**src/rtl/io_bridge_ic_pkg.sv**
```systemverilog
// rtl/io_bridge_ic_pkg.sv - shared constants and types for the io_bridge_ic peripheral bridge
package io_bridge_ic_pkg;

    localparam logic [31:0] DEFAULT_BASE_ADDR = 32'h0000_7F00;
    localparam int          DEFAULT_SPAN_LOG2 = 4;
    localparam int          HWINT_W           = 6;
    localparam int          IC_SPAN           = 16;

    // Interrupt controller register select: byte offset within the IC window divided by 4
    // (IMR=0x0, IPR=0x4, MODE=0x8, ERRADDR=0xC).
    typedef enum logic [1:0] {
        IC_IMR     = 2'd0,
        IC_IPR     = 2'd1,
        IC_MODE    = 2'd2,
        IC_ERRADDR = 2'd3
    } ic_reg_e;

endpackage

```
**src/rtl/io_bridge_ic_irq_ctrl.sv**
```systemverilog
// rtl/io_bridge_ic_irq_ctrl.sv - mask/pending/mode interrupt controller feeding HWInt
module io_bridge_ic_irq_ctrl
    import io_bridge_ic_pkg::*;
#(
    parameter int NUM_DEV = 2
) (
    input  logic               clk,
    input  logic               reset,
    input  logic               wr_en_i,
    input  ic_reg_e            wr_sel_i,
    input  logic [NUM_DEV-1:0] wr_data_i,
    input  logic [NUM_DEV-1:0] dev_irq_i,
    output logic [NUM_DEV-1:0] imr_o,
    output logic [NUM_DEV-1:0] ipr_o,
    output logic [NUM_DEV-1:0] mode_o,
    output logic [HWINT_W-1:0] hwint_o
);

    logic [NUM_DEV-1:0] imr_q, imr_d;
    logic [NUM_DEV-1:0] ipr_q, ipr_d;
    logic [NUM_DEV-1:0] mode_q, mode_d;
    logic [NUM_DEV-1:0] irq_prev_q;
    logic [NUM_DEV-1:0] rise;
    logic [NUM_DEV-1:0] w1c;

    // Next-state for mask, mode and pending; the current MODE governs this cycle, so a MODE write lands next cycle.
    always_comb begin
        rise   = dev_irq_i & ~irq_prev_q;
        w1c    = (wr_en_i && wr_sel_i == IC_IPR) ? wr_data_i : '0;
        imr_d  = (wr_en_i && wr_sel_i == IC_IMR) ? wr_data_i : imr_q;
        mode_d = (wr_en_i && wr_sel_i == IC_MODE) ? wr_data_i : mode_q;
        // Edge sources: a new edge beats a simultaneous W1C. Level sources follow the line.
        ipr_d  = (mode_q & (rise | (ipr_q & ~w1c))) | (~mode_q & dev_irq_i);
    end

    // State registers; prev starts at 0 so a line already high after reset counts as an edge.
    always_ff @(posedge clk) begin
        if (!reset) begin
            imr_q      <= '1;
            ipr_q      <= '0;
            mode_q     <= '0;
            irq_prev_q <= '0;
        end else begin
            imr_q      <= imr_d;
            ipr_q      <= ipr_d;
            mode_q     <= mode_d;
            irq_prev_q <= dev_irq_i;
        end
    end

    assign imr_o   = imr_q;
    assign ipr_o   = ipr_q;
    assign mode_o  = mode_q;
    assign hwint_o = HWINT_W'(ipr_q & imr_q);

endmodule

```
**src/rtl/io_bridge_ic.sv**
```systemverilog
// rtl/io_bridge_ic.sv - peripheral address decode, write gating, read mux and interrupt controller
module io_bridge_ic
    import io_bridge_ic_pkg::*;
#(
    parameter int          NUM_DEV   = 2,
    parameter logic [31:0] BASE_ADDR = DEFAULT_BASE_ADDR,
    parameter int          SPAN_LOG2 = DEFAULT_SPAN_LOG2
) (
    input  logic                   clk,
    input  logic                   reset,
    input  logic [31:0]            pr_addr,
    input  logic [31:0]            pr_wd,
    input  logic                   pr_we,
    input  logic                   int_req,
    output logic [31:0]            pr_rd,
    output logic                   pr_err,
    output logic [29:0]            dev_addr,
    output logic [31:0]            dev_wd,
    output logic [NUM_DEV-1:0]     dev_we,
    input  logic [32*NUM_DEV-1:0]  dev_rd,
    input  logic [NUM_DEV-1:0]     dev_irq,
    output logic [HWINT_W-1:0]     HWInt
);

    localparam logic [31:0] DEV_SPAN = 32'(NUM_DEV) << SPAN_LOG2;

    logic [31:0]        offset;
    logic               in_range;
    logic [NUM_DEV-1:0] dev_hit;
    logic               ic_hit;
    ic_reg_e            ic_sel;
    logic               wr_ok;
    logic               ic_wr;
    logic [NUM_DEV-1:0] imr, ipr, mode;
    logic [31:0]        erraddr_q, erraddr_d;

    // Address decode: device windows first, then the 16-byte IC window right after them.
    always_comb begin
        offset   = pr_addr - BASE_ADDR;
        in_range = (pr_addr >= BASE_ADDR);
        for (int k = 0; k < NUM_DEV; k++) begin
            dev_hit[k] = in_range && ((offset >> SPAN_LOG2) == 32'(k));
        end
        ic_hit = in_range && (offset >= DEV_SPAN) && (offset < DEV_SPAN + 32'(IC_SPAN));
        ic_sel = ic_reg_e'(2'((offset - DEV_SPAN) >> 2));
    end

    assign wr_ok    = pr_we & ~int_req;
    assign ic_wr    = wr_ok & ic_hit;
    assign pr_err   = ~(|dev_hit | ic_hit);
    assign dev_we   = wr_ok ? dev_hit : '0;
    assign dev_addr = pr_addr[31:2];
    assign dev_wd   = pr_wd;

    // Zero-latency read mux; unmapped reads return 0.
    always_comb begin
        pr_rd = 32'h0;
        for (int k = 0; k < NUM_DEV; k++) begin
            if (dev_hit[k]) pr_rd = dev_rd[32*k +: 32];
        end
        if (ic_hit) begin
            case (ic_sel)
                IC_IMR:     pr_rd = 32'(imr);
                IC_IPR:     pr_rd = 32'(ipr);
                IC_MODE:    pr_rd = 32'(mode);
                IC_ERRADDR: pr_rd = erraddr_q;
                default:    pr_rd = 32'h0;
            endcase
        end
    end

    // ERRADDR capture: bit 0 doubles as a sticky valid flag since stores are word aligned.
    always_comb begin
        erraddr_d = erraddr_q;
        if (wr_ok && pr_err) begin
            erraddr_d = {pr_addr[31:1], 1'b1};
        end else if (ic_wr && ic_sel == IC_ERRADDR) begin
            erraddr_d = 32'h0;
        end
    end

    // ERRADDR register.
    always_ff @(posedge clk) begin
        if (!reset) erraddr_q <= 32'h0;
        else        erraddr_q <= erraddr_d;
    end

    io_bridge_ic_irq_ctrl #(
        .NUM_DEV (NUM_DEV)
    ) u_irq_ctrl (
        .clk       (clk),
        .reset     (reset),
        .wr_en_i   (ic_wr),
        .wr_sel_i  (ic_sel),
        .wr_data_i (pr_wd[NUM_DEV-1:0]),
        .dev_irq_i (dev_irq),
        .imr_o     (imr),
        .ipr_o     (ipr),
        .mode_o    (mode),
        .hwint_o   (HWInt)
    );

endmodule

```
**config.mk**
```make
export PLATFORM = sky130hd
export DESIGN_NAME = io_bridge_ic
export DESIGN_NICKNAME = d
export VERILOG_FILES = /design/src/rtl/io_bridge_ic_pkg.sv /design/src/rtl/io_bridge_ic_irq_ctrl.sv /design/src/rtl/io_bridge_ic.sv
export SDC_FILE = /design/constraint.sdc
export NUM_CORES = 1
export LEC_CHECK = 0
export ABC_CLOCK_PERIOD_IN_PS = 3200
export CORE_MARGIN = 4
export CORE_UTILIZATION = 33
export CTS_CLUSTER_SIZE = 28
export DETAILED_ROUTE_END_ITERATION = 6
export PLACE_DENSITY = 0.92
export REMOVE_ABC_BUFFERS = 1
export SETUP_SLACK_MARGIN = 0.2
export SYNTH_ARGS = -nofsm -noshare
export SYNTH_HDL_FRONTEND = slang
export SYNTH_SLANG_ARGS = --single-unit
```
**constraint.sdc**
```tcl
create_clock -name clk -period 3.2 [get_ports clk]
set_input_delay 0.64 -clock clk [delete_from_list [all_inputs] [get_ports clk]]
set_output_delay 0.64 -clock clk [all_outputs]
set_load 0.03 [all_outputs]
```
# --- Word level (Yosys, flattened, before mapping) ---
# Index checks and enable logic that the tools add are counted.
op_classes:
  addsub: 2
  order_cmp: 3
  n_eq_ne: 4
  n_mux: 8
  n_bitwise: 15
  n_reduce_logical: 13
op_table:
  columns: ["operator", "n"]
  rows:
  - ["32-bit 2-to-1 mux", 5]
  - ["32-bit case mux with 4 select lines", 1]
  - ["32-bit by 15-bit greater-or-equal comparator with 1-bit output (second input constant)", 1]
  - ["32-bit by 6-bit greater-or-equal comparator with 1-bit output (second input constant)", 1]
  - ["32-bit zero test", 1]
  - ["32-bit by 6-bit < comparator with 1-bit output (second input constant)", 1]
  - ["32-bit by 15-bit subtractor with 32-bit output (second input constant)", 1]
  - ["28-bit by 1-bit equality test with 1-bit output (second input constant)", 1]
  - ["2-bit AND", 5]
  - ["1-bit logical AND", 9]
  - ["2-bit inverter", 3]
  - ["2-bit equality test (second input constant)", 2]
  - ["2-bit 2-to-1 mux", 2]
  - ["2-bit OR", 2]
  - ["4-bit by 1-bit subtractor with 4-bit output (second input constant)", 1]
  - ["1-bit AND", 2]
  - ["2-bit by 1-bit equality test with 1-bit output (second input constant)", 1]
  - ["2-bit zero test", 1]
  - ["1-bit inverter", 2]
  - ["2-bit nonzero test", 1]
  - ["2-bit OR reduction", 1]
  - ["1-bit OR", 1]
totals:
  regBits: 40
  output_inout_bits: 103
  word_cells: 50

# --- Longest topological paths before layout ---
# Gate-level depths: netlist of run 1.
logic_depth:
  ltp_word: 12
  mapped_depth: 7

# --- By module ---
# From an unflattened synthesis of run 1, not the netlist that was laid out.
unflattened:
  hier_cells: 355
  hier_area_um2: 3072.9
modules_own_cells:
  columns: ["module", "instances", "cells_per_inst", "area_per_inst_um2", "seq_area_each_um2"]
  rows:
  - ["io_bridge_ic", 1, 315, 2685.1, 640.6]
  - ["io_bridge_ic_irq_ctrl", 1, 40, 387.9, 160.2]

# --- Least setup slack after synthesis of run 1 ---
# Ideal clock, no wire load.
synth_path:
  path_kind: "input-to-output"
  from: "input pr_addr[19]"
  to: "output dev_we[0]"
  arrival_ns: 2.640
  slack_ns: -0.080
  stages: 5
  n_path_buf: 1
  path_cell_list: "or4_1 or3_4 or3_1 clkbuf_1 nor3_1"
synth_between:
  elab_chain_cells: 4
synth_rtl:
  columns: ["element", "line", "text"]
  rows:
  - ["from (decl)", "io_bridge_ic.sv:11", "input logic [31:0] pr_addr,"]
  - ["32-bit by 15-bit subtractor with 32-bit output", "io_bridge_ic.sv:39", "offset = pr_addr - BASE_ADDR;"]
  - ["32-bit zero test", "io_bridge_ic.sv:42", "dev_hit[k] = in_range && ((offset >> SPAN_LOG2) == 32'(k));"]
  - ["1-bit logical AND (*)", "io_bridge_ic.sv:42", null]
  - ["2-bit 2-to-1 mux (*)", "io_bridge_ic.sv:51", "assign dev_we = wr_ok ? dev_hit : '0;"]
  - ["to (decl)", "io_bridge_ic.sv:19", "output logic [NUM_DEV-1:0] dev_we,"]
# Every way passes the cells marked *; elsewhere a longest branch is shown, timed or not.

# --- Worst setup path in the final report of run 1 ---
layout_path:
  from: "input pr_addr[16]"
  to: "output pr_rd[7]"
layout_between:
  elab_chain_cells: 6
layout_rtl:
  columns: ["element", "line", "text"]
  rows:
  - ["parallel branches: the longest is 5 deep, another holds 32-bit by 15-bit subtractor with 32-bit output", null, null]
  - ["32-bit 2-to-1 mux (*)", "io_bridge_ic.sv:61", "if (ic_hit) begin"]
  - ["to (decl)", "io_bridge_ic.sv:15", "output logic [31:0] pr_rd,"]
# Every way passes the cells marked *.

==> reports/qor.txt, run 1 <==
Status -> finished, violations left
Failing checks -> negative setup slack
Critical Path RT -> 2.56 ns
Slowest CP cell -> or4_4
First-pass iteration count of the detailed router -> 4
Compound-Gate Fraction of Synth Area -> 22.1%
Adder-cell share of the synthesized area -> 0%
Via Count -> 2921
DR WL/cell -> 23.0 um
CTS tree -> done
HP Class -> register to register
Reg2Reg Capture Point -> erraddr_q[5]$_SDFFE_PN0P_
Setup violations, final -> 22
Reg2Reg Launch Point -> erraddr_q[5]$_SDFFE_PN0P_
P_int -> 907 uW
GP Congestion -> 0.825
Multi-input gate area -> 0.00194 mm2
Final Total Pwr -> 1.29 mW
Drt first-iter violations -> 116
Placed Area -> 0.00432 mm2
Fillers -> 615
CP arrival -> 2.63 ns
Number of global-route vias before repair -> 3138
Netlist cell types -> 33
Multiplexer share of the synthesized area -> 14.4%
Layout cells sized above 1 -> 32.7%
Async set-reset flop share out of synthesis -> 0%
Period utilization -> 102%
Reg2reg setup slack -> 2.29 ns
Htree depth -> 2
Combinational power share -> 30.7%
Fin. max-slew vios -> 0
Register area -> 801 um2
Worst setup SP type -> input port
Fmax -> 306 MHz
Post-route cell area -> 0.00535 mm2
Post-Syn Area -> 0.00282 mm2
Sequential share of power -> 41.9%
Simple-gate share of the synthesized area -> 12.1%
Core area -> 0.00826 mm2
Hold_sp -> u_irq_ctrl.irq_prev_q[1]$_SDFF_PN0_
DPL Wire Length -> 9300 um
Initial antenna violation count -> 0
Yosys warning count -> 0
CP Cell Sequence -> buf_6 -> or4_4 -> or3_4 -> or3_4 -> buf_4 -> buf_16 -> o2bb2ai_1 -> buf_4
Antenna fix cells -> 0
I/O Buffers -> 171
Peak supply drop -> 166 uV
Seq/Total Area, Yosys -> 28.4%
Area growth syn-to-layout -> 89.9%
Row count -> 33
Antenna Nets Post-Route -> 0
Largest family of logic cells by synthesized area -> buffers and inverters
Clk sinks -> 40
Period minus WS final -> 3.27 ns
Cts hold-fix bufs -> 0
Worst skew pair latency -> 0.30 ns
Setup tns final -> -0.545 ns
Max-cap viol count -> 0
CP bufs+invs -> 4
Slew @ Worst Pin -> 0.668 ns
First-pass GRT wire length -> 18000 um
Final WS setup -> -0.0719 ns
Total die area -> 0.0101 mm2
GR Util All Layers -> 23.7%
FF-to-FF path depth -> 3
Die Ht -> 100 um
Syn Area/Cell -> 9.21 um2
Worst setup EP type -> primary output
Final WL -> 12800 um
Clk network pwr share -> 27.4%
Clock Path Buffers -> 2
Cell depth of the worst hold path -> 3
WS Path Type -> input port to primary output
Synthesis-stage register bit count -> 40
Worst path max stage delay -> 0.52 ns
NetSw -> 386 uW
Die Width -> 100 um
Power per Cell Area -> 242 mW/mm2
Clock Pin Slew Worst Setup and Hold Paths -> 0.07 ns
I/O pins -> 237
RSZ-0062 raised after global routing -> yes
Cts bufs inserted -> 5
Leakage -> 2.24 nW
Post-Synth XOR/XNOR Area -> 0%
Total grt overflow -> 0
Sw Share -> 29.8%
Critical path fanouts, max -> 6
Via density -> 5.23
Residual DRC -> 0
Number of hold violations in the final report -> 0
Clk_skew -> 0.000163 ns
Final nets -> 586
Post-synth EDFFs -> 0
Root Buffer -> clkbuf_8
Hold EP -> u_irq_ctrl.ipr_o[1]$_SDFF_PN0_
Largest net degree at the start of global routing -> 43
Gate Count Post-Synth -> 306
Worst slew margin -> 55.5%
Ys flop type -> dfxtp_1
Starting Density -> 34.1%
Top delay family on crit path -> simple AND/OR/NAND/NOR gates
-- per-layer routing --
| metal | global-route usage [%] | wire length [um] | vias up |
|---|---|---|---|
| li1 | - | - | 1351 |
| met1 | 25.8 | 4600 | 1401 |
| met2 | 40.0 | 6410 | 156 |
| met3 | 13.5 | 1630 | 11 |
| met4 | 4.25 | 118 | 2 |
| met5 | 6.15 | 74 | - |
-- registers in the layout, indices dropped and copies added (netlist names) --
signal and cells:
erraddr_q 32, u_irq_ctrl.imr_o 2, u_irq_ctrl.ipr_o 2, u_irq_ctrl.irq_prev_q 2
u_irq_ctrl.mode_o 2
-- worst register-to-register path, cell delays in order, from the launching register on --
cell	delay (ns)
dfxtp_1	0.44
nand2_1	0.10
a41oi_1	0.18
o2bb2ai_1	0.13
-- cell usage after synthesis, drive strengths merged (3+ instances only) --
library cell | number | area share [%]
nand3 | 4 | 0.71
nor3 | 7 | 1.2
buf | 78 | 21
and2 | 7 | 1.6
nor4 | 3 | 0.67
nand4b | 3 | 0.93
or3 | 4 | 1.1
mux2i | 36 | 13
nand4 | 4 | 0.89
nand2 | 10 | 1.3
clkbuf | 13 | 1.7
nor2b | 4 | 0.89
o2bb2ai | 31 | 9.6
a22o | 29 | 9.0
o21ai | 5 | 0.89
nor2 | 10 | 1.3
dfxtp | 40 | 28
-- cell type report --
type                       instances  area share, %
inverter                           2          0.140
timing repair buffer             227           44.5
multi-input combinational        176           36.3
clock inverter                     2          0.187
sequential                        40           15.0
clock buffer                       6           1.54
tap                              105           2.45
-- what timing repair did --
action / 4_1_cts / 5_1_grt
pin swaps: 13 / 17
setup endpoints to repair: 35 / 35
resized for setup: 102 / 45
cloned: 3 / 2
buffers inserted: 6 / 4
-- layout by cell type (no fill, tap or decap), types with 3 or more instances in the layout --
master / n
a22o_1: 29
and2_1: 6
buf_12: 7
buf_16: 3
buf_4: 43
buf_6: 35
buf_8: 3
clkbuf_8: 6
clkdlybuf4s50_1: 112
conb_1: 4
dfxtp_1: 40
dlygate4sd2_1: 7
dlymetal6s2s_1: 11
mux2i_1: 36
nand2_1: 10
nand3_1: 4
nand4_1: 4
nand4b_1: 3
nor2_1: 8
nor2b_1: 4
nor3_1: 5
o21ai_0: 5
o2bb2ai_1: 4
o2bb2ai_2: 3
o2bb2ai_4: 24
or3_4: 3
-- power groups by stage --
| stage | logic (mW) | clock network, mW | registers [mW] |
|---|---|---|---|
| after floorplan | 0.0821 | 0 | 0.540 |
| after global placement | 0.366 | 0 | 0.544 |
| after detailed placement | 0.375 | 0 | 0.545 |
| after CTS | 0.388 | 0.361 | 0.540 |
| after global routing | 0.419 | 0.382 | 0.545 |
| final | 0.397 | 0.354 | 0.542 |
-- how the worst max path moves through the flow --
| stage | from | cells past startpoint | slack (ns) | to |
|---|---|---|---|---|
| 2_1_floorplan | pr_addr[19] | 4 | -0.49 | pr_rd[10] |
| 3_3_place_gp | pr_addr[19] | 8 | -0.46 | pr_rd[5] |
| 3_5_place_dp | pr_addr[19] | 8 | -0.47 | pr_rd[5] |
| 4_1_cts | pr_addr[15] | 9 | -0.17 | pr_rd[5] |
| 5_1_grt | pr_addr[16] | 8 | -0.11 | pr_rd[7] |
| 6_report | pr_addr[16] | 8 | -0.07 | pr_rd[7] |
-- logic make-up (layout without fill, tap and decap cells) --
family | count (synthesis) | count (layout)
buffers and inverters | 93 | 237
and+or+nand+nor | 62 | 62
muxes | 38 | 38
other | 1 | 4
DFF | 40 | 40
AOI/OAI and AO/OA | 72 | 72
-- through the flow --
| step | hold slack (ns) | setup WS (ns) | util, % | instances |
|---|---|---|---|---|
| floorplan | 0.443 | -0.490 | - | 218 |
| global placement | 0.460 | -0.462 | 52.3 | 535 |
| detailed placement | 0.465 | -0.472 | 52.3 | 535 |
| CTS | 0.487 | -0.165 | 60.9 | 552 |
| global route | 0.520 | -0.108 | 64.8 | 558 |
| finish | 0.485 | -0.0719 | 64.8 | 558 |
No activity file was read; power rests on OpenSTA's default activity.
==> run 2, diff against run 1 <==
- ABC_CLOCK_PERIOD_IN_PS: 3200 -> unset
- CORE_ASPECT_RATIO: unset -> 0.7
==> reports/qor.txt, run 2 (synthesis results as in run 1) <==
Clk sinks -> 40
Cts bufs inserted -> 5
Final WS setup -> -0.0669 ns
Worst skew pair latency -> 0.27 ns
Largest net degree at the start of global routing -> 31
First-pass GRT wire length -> 17600 um
Die Ht -> 85.3 um
Flip-flop count of the largest register after layout -> 32
Leakage -> 2.16 nW
Critical Path RT -> 2.56 ns
Fin. max-slew vios -> 0
Final Util -> 64.9%
Via Count -> 2977
First-pass iteration count of the detailed router -> 5
DR WL/cell -> 22.1 um
Reg2Reg Capture Point -> erraddr_q[5]$_SDFFE_PN0P_
Clk_skew -> 0.000160 ns
Initial antenna violation count -> 0
Power per Cell Area -> 275 mW/mm2
Slew @ Worst Pin -> 0.612 ns
Total die area -> 0.0101 mm2
Core area -> 0.00807 mm2
CTS tree -> done
Critical path fanouts, max -> 7
Failing checks -> negative setup slack
Htree depth -> 2
Layout cells sized above 1 -> 30.9%
Total grt overflow -> 0
Reg2reg setup slack -> 2.30 ns
Hold EP -> erraddr_q[0]$_SDFFE_PN0P_
Antenna fix cells -> 0
I/O pins -> 237
Worst setup SP type -> input port
Clock Path Buffers -> 2
FF-to-FF path depth -> 3
Root Buffer -> clkbuf_16
GR Util All Layers -> 22.2%
Peak supply drop -> 171 uV
Hold_sp -> erraddr_q[0]$_SDFFE_PN0P_
Worst setup EP type -> primary output
DPL Wire Length -> 8550 um
Commonest non-fill, non-tap cell in the layout -> clkdlybuf4s50_1
HP Class -> register to register
Clock Pin Slew Worst Setup and Hold Paths -> 0.06 ns
Final nets -> 586
Fmax -> 306 MHz
Row count -> 27
GP Congestion -> 0.864
Period minus WS final -> 3.27 ns
Area growth syn-to-layout -> 85.8%
Number of global-route vias before repair -> 3087
Setup violations, final -> 21
Hold slack final -> 0.481 ns
Max-cap viol count -> 0
Starting Density -> 34.9%
Die Width -> 118 um
Via density -> 5.37
Drt first-iter violations -> 113
Most frequent cells in the layout -> clkdlybuf4s50_1, buf_4, dfxtp_1
Residual DRC -> 0
Antenna Nets Post-Route -> 0
Cell depth of the worst hold path -> 2
Setup tns final -> -0.646 ns
Status -> finished, violations left
Top reg by flops -> erraddr_q
CP arrival -> 2.63 ns
Final WL -> 12300 um
RSZ-0062 raised after global routing -> yes
Number of hold violations in the final report -> 0
Worst slew margin -> 59.1%
WS Path Type -> input port to primary output
I/O Buffers -> 171
Period utilization -> 102%
Final Total Pwr -> 1.44 mW
Reg2Reg Launch Point -> erraddr_q[5]$_SDFFE_PN0P_
-- run 2: how the worst max path moves through the flow --
| stage | startpoint | endpoint | slack, ns | cells after the start |
|---|---|---|---|---|
| after floorplan | pr_addr[19] | pr_rd[10] | -0.49 | 4 |
| after global placement | pr_addr[25] | pr_err | -0.45 | 5 |
| after detailed placement | pr_addr[25] | pr_rd[24] | -0.46 | 7 |
| after CTS | pr_addr[15] | dev_we[1] | -0.18 | 8 |
| after global routing | pr_addr[29] | dev_we[1] | -0.11 | 9 |
| final | pr_addr[16] | dev_we[1] | -0.07 | 8 |
-- run 2: worst max-delay path, cell delays in order --
cell    delay [ns]
buf_6         0.09
or4_4         0.54
or3_4         0.35
or3_4         0.37
buf_12        0.15
buf_12        0.14
nor3_4        0.19
buf_6         0.16
-- run 2: timing repair --
item / 4_1_cts / 5_1_grt
pin swaps: 23 / 10
buffers inserted: 5 / 4
endpoints found under the setup margin: 35 / 35
hold buffers: 0 / 0
cloned: 2 / 0
gates resized for setup: 133 / 15
-- run 2: through the flow --
step	cell area, um2	setup WS (ns)	cells
2_1_floorplan	2190	-0.490	218
3_3_place_gp	4310	-0.450	535
6_report	5240	-0.0669	554
3_5_place_dp	4310	-0.462	535
5_1_grt	5240	-0.110	554
4_1_cts	5140	-0.178	550
-- run 2: final cells by class --
| cell class | instances | area (um2) |
|---|---|---|
| tap | 101 | 126 |
| timing repair buffer | 227 | 2240 |
| fill | 637 | 2840 |
| clock buffer | 8 | 146 |
| sequential | 40 | 801 |
| inverter | 2 | 7.51 |
| multi-input combinational | 176 | 1910 |
-- run 2: metal layers --
metal / vias up / share of wire [%] / global-route usage [%]
met5: - / 0 / 0
met4: 0 / 1.0 / 5.15
li1: 1356 / - / -
met1: 1418 / 41 / 27.5
met2: 193 / 49 / 37.0
met3: 10 / 9.8 / 8.06
-- run 2: power breakdown --
| part | total [mW] | switching, mW | internal (mW) |
|---|---|---|---|
| registers | 0.543 | 0.0218 | 0.521 |
| clock network | 0.496 | 0.185 | 0.311 |
| logic | 0.401 | 0.186 | 0.215 |
| total | 1.44 | 0.393 | 1.05 |
==> run 3, diff against run 2 <==
- CORE_UTILIZATION: 33 -> 35
- PLACE_DENSITY: 0.92 -> 0.95
- SLEW_MARGIN: unset -> 20
- clock period: 3.2 -> 3.8 ns (I/O delays scaled with it)
==> reports/qor.txt, run 3 (synthesis results as in run 1) <==
Commonest non-fill, non-tap cell in the layout -> clkdlybuf4s50_1
Worst slack, placed -> -0.116 ns
Drt first-iter violations -> 166
Final Total Pwr -> 1.20 mW
Setup tns final -> 0 ns
Die Width -> 115 um
Area growth syn-to-layout -> 78.4%
Final WL -> 12300 um
Initial antenna violation count -> 0
Worst setup SP type -> input port
I/O pins -> 237
Largest net degree at the start of global routing -> 42
Core area -> 0.00784 mm2
DR WL/cell -> 22.7 um
Total grt overflow -> 0
Number of hold violations in the final report -> 0
Worst setup EP type -> primary output
HP Class -> register to register
Post-Place Cells -> 520
Post-route cell area -> 0.00503 mm2
Clock Path Buffers -> 2
Via density -> 5.49
Clock Pin Slew Worst Setup and Hold Paths -> 0.06 ns
Slew @ Worst Pin -> 0.675 ns
GR Util All Layers -> 23.3%
Number of global-route vias before repair -> 3118
Hold slack final -> 0.484 ns
Cts hold-fix bufs -> 0
Clk sinks -> 40
Flip-flop count of the largest register after layout -> 32
Non-filler instance count after layout -> 542
Leakage -> 2.09 nW
Top reg by flops -> erraddr_q
First-pass iteration count of the detailed router -> 4
Max-cap viol count -> 0
Status -> completed
Die Ht -> 83.1 um
Htree depth -> 2
Power per Cell Area -> 238 mW/mm2
Clk_skew -> 0.000534 ns
Total die area -> 0.00958 mm2
Root Buffer -> clkbuf_16
RSZ-0062 raised after global routing -> no
Via Count -> 2976
Starting Density -> 36.0%
CTS tree -> done
Layout cells sized above 1 -> 27.4%
GP Congestion -> 0.865
Antenna fix cells -> 0
Residual DRC -> 0
Final WS setup -> 0.237 ns
CP arrival -> 2.80 ns
Peak supply drop -> 174 uV
Period utilization -> 93.8%
Cts bufs inserted -> 5
Fmax -> 281 MHz
Critical path fanouts, max -> 6
DPL Wire Length -> 8660 um
I/O Buffers -> 171
Antenna Nets Post-Route -> 0
Final Util -> 64.2%
Row count -> 27
WS Path Type -> input port to primary output
Final nets -> 574
Critical Path RT -> 3.04 ns
Worst slew margin -> 54.9%
First-pass GRT wire length -> 17400 um
Fin. max-slew vios -> 0
Placed Area -> 0.00419 mm2
Period minus WS final -> 3.56 ns
Most frequent cells in the layout -> clkdlybuf4s50_1, buf_4, dfxtp_1
Worst skew pair latency -> 0.27 ns
Setup violations, final -> 0
-- run 3: critical path, stage by stage --
cell             delay, ns
clkdlybuf4s15_1       0.22
nand4b_1              0.27
buf_4                 0.18
or3_4                 0.36
or3_4                 0.39
buf_4                 0.16
buf_8                 0.15
o2bb2ai_4             0.16
buf_6                 0.15
-- run 3: layout make-up --
class	instances	area, um2
clock buffers	8	146
fillers	613	2810
inverters	2	7.51
multi-input cells	176	1790
flip-flops and latches	40	801
well taps	101	126
repair buffers	215	2160
-- run 3: worst paths after layout --
check	from	end	slack (ns)	cells after the start
setup / recovery	pr_addr[18]	pr_rd[29]	0.24	9
hold / removal	erraddr_q[22]$_SDFFE_PN0P_	erraddr_q[22]$_SDFFE_PN0P_	0.48	1
setup reg to reg	erraddr_q[5]$_SDFFE_PN0P_	erraddr_q[5]$_SDFFE_PN0P_	2.95	3
hold reg to reg	erraddr_q[22]$_SDFFE_PN0P_	erraddr_q[22]$_SDFFE_PN0P_	0.48	1
-- run 3: power breakdown --
| part | switching, mW | internal (mW) |
|---|---|---|
| clock | 0.160 | 0.262 |
| sequential | 0.0166 | 0.439 |
| combinational | 0.150 | 0.169 |
| total | 0.326 | 0.870 |
-- run 3: metal layers --
metal	global-route usage, %	up-vias	share of wire [%]
li1	-	1324	-
met1	29.3	1427	41
met2	35.9	204	45
met3	10.8	21	12
met4	5.97	0	1.9
met5	0	-	0
-- run 3: timing repair --
action	CTS	global route
resized for setup	81	36
gates cloned	2	1
buffers inserted	8	3
setup endpoints to repair	33	31
pin swaps	18	9
